File: src/rtl/regfile_write_arbiter.sv
// Register file write-port owner: clears every register after reset or init,
// then shares the port round-robin between two valid/ready write requesters.
module regfile_write_arbiter #(
  parameter int wAddr = 2,
  parameter int wData = 4
) (
  input  logic             clock,
  input  logic             reset,
  input  logic             init,
  input  logic             req0_valid,
  input  logic [wAddr-1:0] req0_addr,
  input  logic [wData-1:0] req0_data,
  output logic             req0_ready,
  input  logic             req1_valid,
  input  logic [wAddr-1:0] req1_addr,
  input  logic [wData-1:0] req1_data,
  output logic             req1_ready,
  output logic             we,
  output logic [wAddr-1:0] wa,
  output logic [wData-1:0] wd,
  output logic             busy,
  output logic             dbg_state
);

  // Handshake: a request is accepted in any cycle where valid && ready; ready is
  // combinational, the requester holds valid/addr/data stable until it sees ready,
  // and every accepted request is written on the very next edge.

  typedef enum logic {
    ST_CLEAR = 1'b0,
    ST_RUN   = 1'b1
  } state_t;

  // Counter is one bit wider than the address so the last-address compare never wraps.
  localparam logic [wAddr:0] LP_LAST = {1'b0, {wAddr{1'b1}}};
  localparam logic [wAddr:0] LP_ONE  = {{wAddr{1'b0}}, 1'b1};

  state_t           r_state;
  logic [wAddr:0]   r_cnt;
  logic             r_last_grant;
  logic             r_we;
  logic [wAddr-1:0] r_wa;
  logic [wData-1:0] r_wd;
  logic             r_busy;

  logic w_run;
  logic w_gnt0;
  logic w_gnt1;
  logic w_acc0;
  logic w_acc1;

  assign w_run = (r_state == ST_RUN);

  // A tie goes to whichever requester was not granted last.
  always_comb begin
    w_gnt0 = 1'b0;
    w_gnt1 = 1'b0;
    if (req0_valid && req1_valid) begin
      w_gnt0 = r_last_grant;
      w_gnt1 = !r_last_grant;
    end else begin
      w_gnt0 = req0_valid;
      w_gnt1 = req1_valid;
    end
  end

  assign req0_ready = w_run && !init && w_gnt0;
  assign req1_ready = w_run && !init && w_gnt1;
  assign w_acc0     = req0_valid && req0_ready;
  assign w_acc1     = req1_valid && req1_ready;

  always_ff @(posedge clock or posedge reset) begin
    if (reset) begin
      r_state      <= ST_CLEAR;
      r_cnt        <= '0;
      r_last_grant <= 1'b1;
      r_we         <= 1'b0;
      r_wa         <= '0;
      r_wd         <= '0;
      r_busy       <= 1'b1;
    end else begin
      case (r_state)
        ST_CLEAR: begin
          if (init) begin
            r_cnt <= '0;
            r_we  <= 1'b0;
          end else begin
            r_we  <= 1'b1;
            r_wa  <= r_cnt[wAddr-1:0];
            r_wd  <= '0;
            r_cnt <= r_cnt + LP_ONE;
            if (r_cnt == LP_LAST) begin
              r_state <= ST_RUN;
              r_busy  <= 1'b0;
            end
          end
        end
        ST_RUN: begin
          if (init) begin
            r_state <= ST_CLEAR;
            r_cnt   <= '0;
            r_busy  <= 1'b1;
            r_we    <= 1'b0;
          end else if (w_acc0 || w_acc1) begin
            r_we         <= 1'b1;
            r_wa         <= w_acc0 ? req0_addr : req1_addr;
            r_wd         <= w_acc0 ? req0_data : req1_data;
            r_last_grant <= w_acc1;
          end else begin
            r_we <= 1'b0;
          end
        end
        default: r_state <= ST_CLEAR;
      endcase
    end
  end

  assign we        = r_we;
  assign wa        = r_wa;
  assign wd        = r_wd;
  assign busy      = r_busy;
  assign dbg_state = r_state;

endmodule

File: config.mk
export PLATFORM = sky130hd
export DESIGN_NAME = regfile_write_arbiter
export DESIGN_NICKNAME = d
export VERILOG_FILES = /design/src/rtl/regfile_write_arbiter.sv
export SDC_FILE = /design/constraint.sdc
export NUM_CORES = 1
export LEC_CHECK = 0
export ABC_AREA = 1
export BUFFER_PORTS_ARGS = -buffer_cell sky130_fd_sc_hd__buf_4
export CAP_MARGIN = 15
export CORE_AREA = 4 4 45 47
export CTS_CLUSTER_DIAMETER = 200
export CTS_CLUSTER_SIZE = 14
export DETAILED_ROUTE_END_ITERATION = 8
export DIE_AREA = 0 0 49 51
export PLACE_DENSITY = 0.83
export SYNTH_ARGS = -nofsm -noshare
export SYNTH_HDL_FRONTEND = slang
export SYNTH_SLANG_ARGS = --single-unit
File: constraint.sdc
create_clock -name clock -period 4 [get_ports clock]
set_clock_uncertainty 0.15 [all_clocks]
set_input_delay 0.4 -clock clock [delete_from_list [all_inputs] [get_ports clock]]
set_output_delay 0.4 -clock clock [all_outputs]
set_load 0.01 [all_outputs]
# Word level (Yosys, flattened, before mapping)
# Cells that the tools add are included.
# word_totals
output_inout_bits	11
mem_bits_ro	0
wordCells	54
ram_bits	0
mem_count	0
register_bits	13
latch_bits	0
in_bits	17
# classes
muxes	26
n_eq_ne	6
shift	0
bitwise	2
multipliers	0
n_reduce_logical	12
addsub	1
div	0
order_cmp	0
# op_table
operator	count
4-bit two-way mux	4
1-bit two-way mux	10
3-bit AND reduction	3
2-bit two-way mux	4
2-bit != test (second input constant)	4
4-bit case mux with 2 select lines	1
1-bit logical AND	6
3-bit two-way mux	2
1-bit case mux with 2 select lines	3
3-bit case mux with 2 select lines	1
2-bit case mux with 2 select lines	1
3-bit by 1-bit adder with 3-bit output (second input constant)	1
3-bit by 2-bit equality test with 1-bit output (second input constant)	1
1-bit logical NOT	2
2-bit by 1-bit != test with 1-bit output (second input constant)	1
1-bit inverter	2
1-bit logical OR	1

# Depth between registers and ports, before layout
# logic_depth
ltp_word	8
depth_mapped	7
ltp_nobuf	7

# Worst setup path after synthesis
# OpenSTA, ideal clock, no wires.
# synth_timing
kind	reg-to-output
start	register r_state (netlist: dbg_state)
end	output req0_ready
path_buffers	1
t_required_ps	3450
arrival_ps	993
path_stages_with_launch	6
path_slack_ps	2457
path_cell_list	dfrtp_1 > inv_2 > nor2_4 > nand3_2 > buf_6 > inv_1
# synth_between
elab_chain_cells	2
# synth_lines
item	line_no	rtl
start: declaration	38	state_t r_state;
start signal: assignment	74	r_state <= ST_CLEAR;
start signal: assignment	93	r_state <= ST_RUN;
start signal: assignment	100	r_state <= ST_CLEAR;
1-bit logical AND (2 in a row)	67	assign req0_ready = w_run && !init && w_gnt0;
end: declaration	13	output logic req0_ready,
# Every way passes these cells.

# Worst setup path in the final report
# Same ends and word-level chain as after synthesis.

==> run metrics <==
row cnt=15; CTS Buf Count=3; CTS Buffer Depth=2; Syn. warnings=0; total power=roughly 360 uW; syn_area_per_cell=7.831 sq um; worst hold path class=in -> async; ant diodes=0; average routed wire per standard cell=11.51 um; post-CTS sizing=0; R2R cell count=5; Slew headroom=67.45%; setup slack, reg-to-reg=2.51 ns; GR Overflow Total=0; DRC errors left=0; syn_nets=108; vias per inst=4.728; largest net degree at the start of global routing=14; Period minus WS final=about 2 ns; NumNets Final=139; drt pass-1 iters=3; Max FO, Critical Path=11; Routed WL=~1.6 mm; startpoint types=flop; Layout area overhead=34.29%; H-tree level count=1; post-layout util=56.67%; register bit count reported by yosys=13; initial antenna violation count=0; commonest non-fill, non-tap cell in the layout=buf_4; Die Y=about 50 um; starting density of the core=42.20%; NetSw=109.9 uW; clk_lat worst skew=0.27 ns; post-CTS setup buffers=0; Synth cell types=19; final worst path period share=49.35%; PD cells=384.8 mW/mm^2; Max VDD drop=0.0002418 V; DP Wirelength=1.288 mm; die area=0.002499 sq mm; Crit Path Class=reg -> out; FF-to-FF Start=dbg_state; Sequential Power Share=48.5%; fin area=935.9 sq um; Clk network pwr share=22.6%; Hold Vio Cnt, Final=11; top post-synthesis cells by area=dfrtp_1 (39%), inv_1 (12%), nand2_1 (11%), dfstp_2 (7.5%), o21ai_1 (4.3%); All-Layer GR Usage=14.06%; post-route insts no fill=136; cell area after synthesis=696.9 sq um; # clock sinks=13; RSZ-0062 raised after global routing=false; DRT iter0 DRCs=14; core area=0.001652 sq mm; internal power=250.3 uW; Crit path arrival time=1.42 ns; Cell Area, Placed=~910 sq um; share of cells above drive strength 1=32.77%; maximum operating frequency=about 0.51 GHz; fin. max-slew vios=0; Post-DRT Antenna Nets=0; Worst-path clk slew=0.08 ns; vias in the first global route=615; outcome=complete, but fails checks; CP Capture Type=primary output; Root Buffer=clkbuf_4; most frequent cells in the layout=buf_4 (27), inv_1 (23), nand2_1 (20); input/output buffers=27; Die W=49 um; max-cap check violation count=0; sequential-to-total area share from yosys stat=47.04%; Hold WS=-0.01090 ns; Final TNS setup=0 ns; Hold Buf Count CTS=0; Worst Tran Pin Value=around 0.5 ns; # setup viols final=0; via count=643; Crit Reg-Reg Endpoint=wd[1]; failing checks=hold timing; io pins=28; sw frac=30.50%; CTS tree=built; global-route wire length before repair=2.684 mm; Final GP Congestion=0.8005; Yosys top cell area share=39.50%; dpl cells=132; Comb power frac=between 20% and 30%; Critical Path RT=3.45 ns; P_leak=0.5536 nW; cells after synthesis=89; post-synth top area cell=dfrtp_1
## worst max-delay path by stage
stage,startpoint,to,slack (ns)
after global routing,dbg_state,req0_ready,1.90
after detailed placement,init,req0_ready,2.28
after global placement,init,req0_ready,2.31
final,dbg_state,req0_ready,2.03
after CTS,dbg_state,req0_ready,2.01
after floorplan,dbg_state,req0_ready,2.46
## worst max-delay path, stage by stage (launching register included)
cell     delay [ns]
dfrtp_1        0.43
inv_2          0.10
nor2_4         0.16
nand3_2        0.21
inv_1          0.12
buf_4          0.12
## cell usage after synthesis
cell type and count:
a21oi_1 1, a21oi_2 2, buf_6 1, dfrtp_1 11, dfstp_2 2, ha_1 2, inv_1 23, inv_2 1
nand2_1 20, nand2_2 1, nand3_1 3, nand3_2 1, nand4_1 2, nor2_1 5, nor2_4 1, o21ai_0 4
o21ai_1 6, o21ai_2 1, o22ai_1 2
## cell families after synthesis
| logic type | Yosys count | synth area share [%] |
|---|---|---|
| buf+inv | 25 | 14.54 |
| compound gates | 16 | 13.46 |
| flops | 13 | 47.04 |
| simple gates | 33 | 21.36 |
| fa+ha+maj | 2 | 3.590 |
## registers in the layout, indices dropped and copies added, names as in the netlist
signal,count
wd,4
busy,1
dbg_state,1
we,1
r_cnt,3
r_last_grant,1
wa,2
## power by group through the flow
stage / registers, mW / logic, mW / clock network (mW)
2_1_floorplan: 0.182 / 0.0511 / 0
3_3_place_gp: 0.176 / 0.103 / 0
3_5_place_dp: 0.177 / 0.106 / 0
4_1_cts: 0.175 / 0.107 / 0.0833
5_1_grt: 0.179 / 0.118 / 0.0908
6_report: 0.175 / 0.104 / 0.0813
## per-stage QoR
step                      hold slack [ns]  setup slack [ns]
after floorplan                    0.1255             2.457
after global placement             0.3006             2.311
after detailed placement           0.2992             2.285
after CTS                       0.0004554             2.010
after global routing              0.02407             1.899
final                            -0.01090             2.026
## layer usage
layer | global-route usage (%) | share of wire (%) | up-vias
met2 | 23.04 | 50 | 22
li1 | - | - | 331
met3 | 4.956 | 7.6 | 5
met4 | 8.072 | 2.6 | 0
met5 | 0 | 0 | -
met1 | 15.72 | 40 | 285
## cell type report
class / count / area [sq um]
fillers: 169 / 715.7
clock buffers: 4 / 26.28
well taps: 17 / 21.27
flip-flops and latches: 13 / 327.8
repair buffers: 27 / 202.7
inverters: 24 / 90.09
multi-input cells: 51 / 267.8
Power figures use the tool's default switching activity.
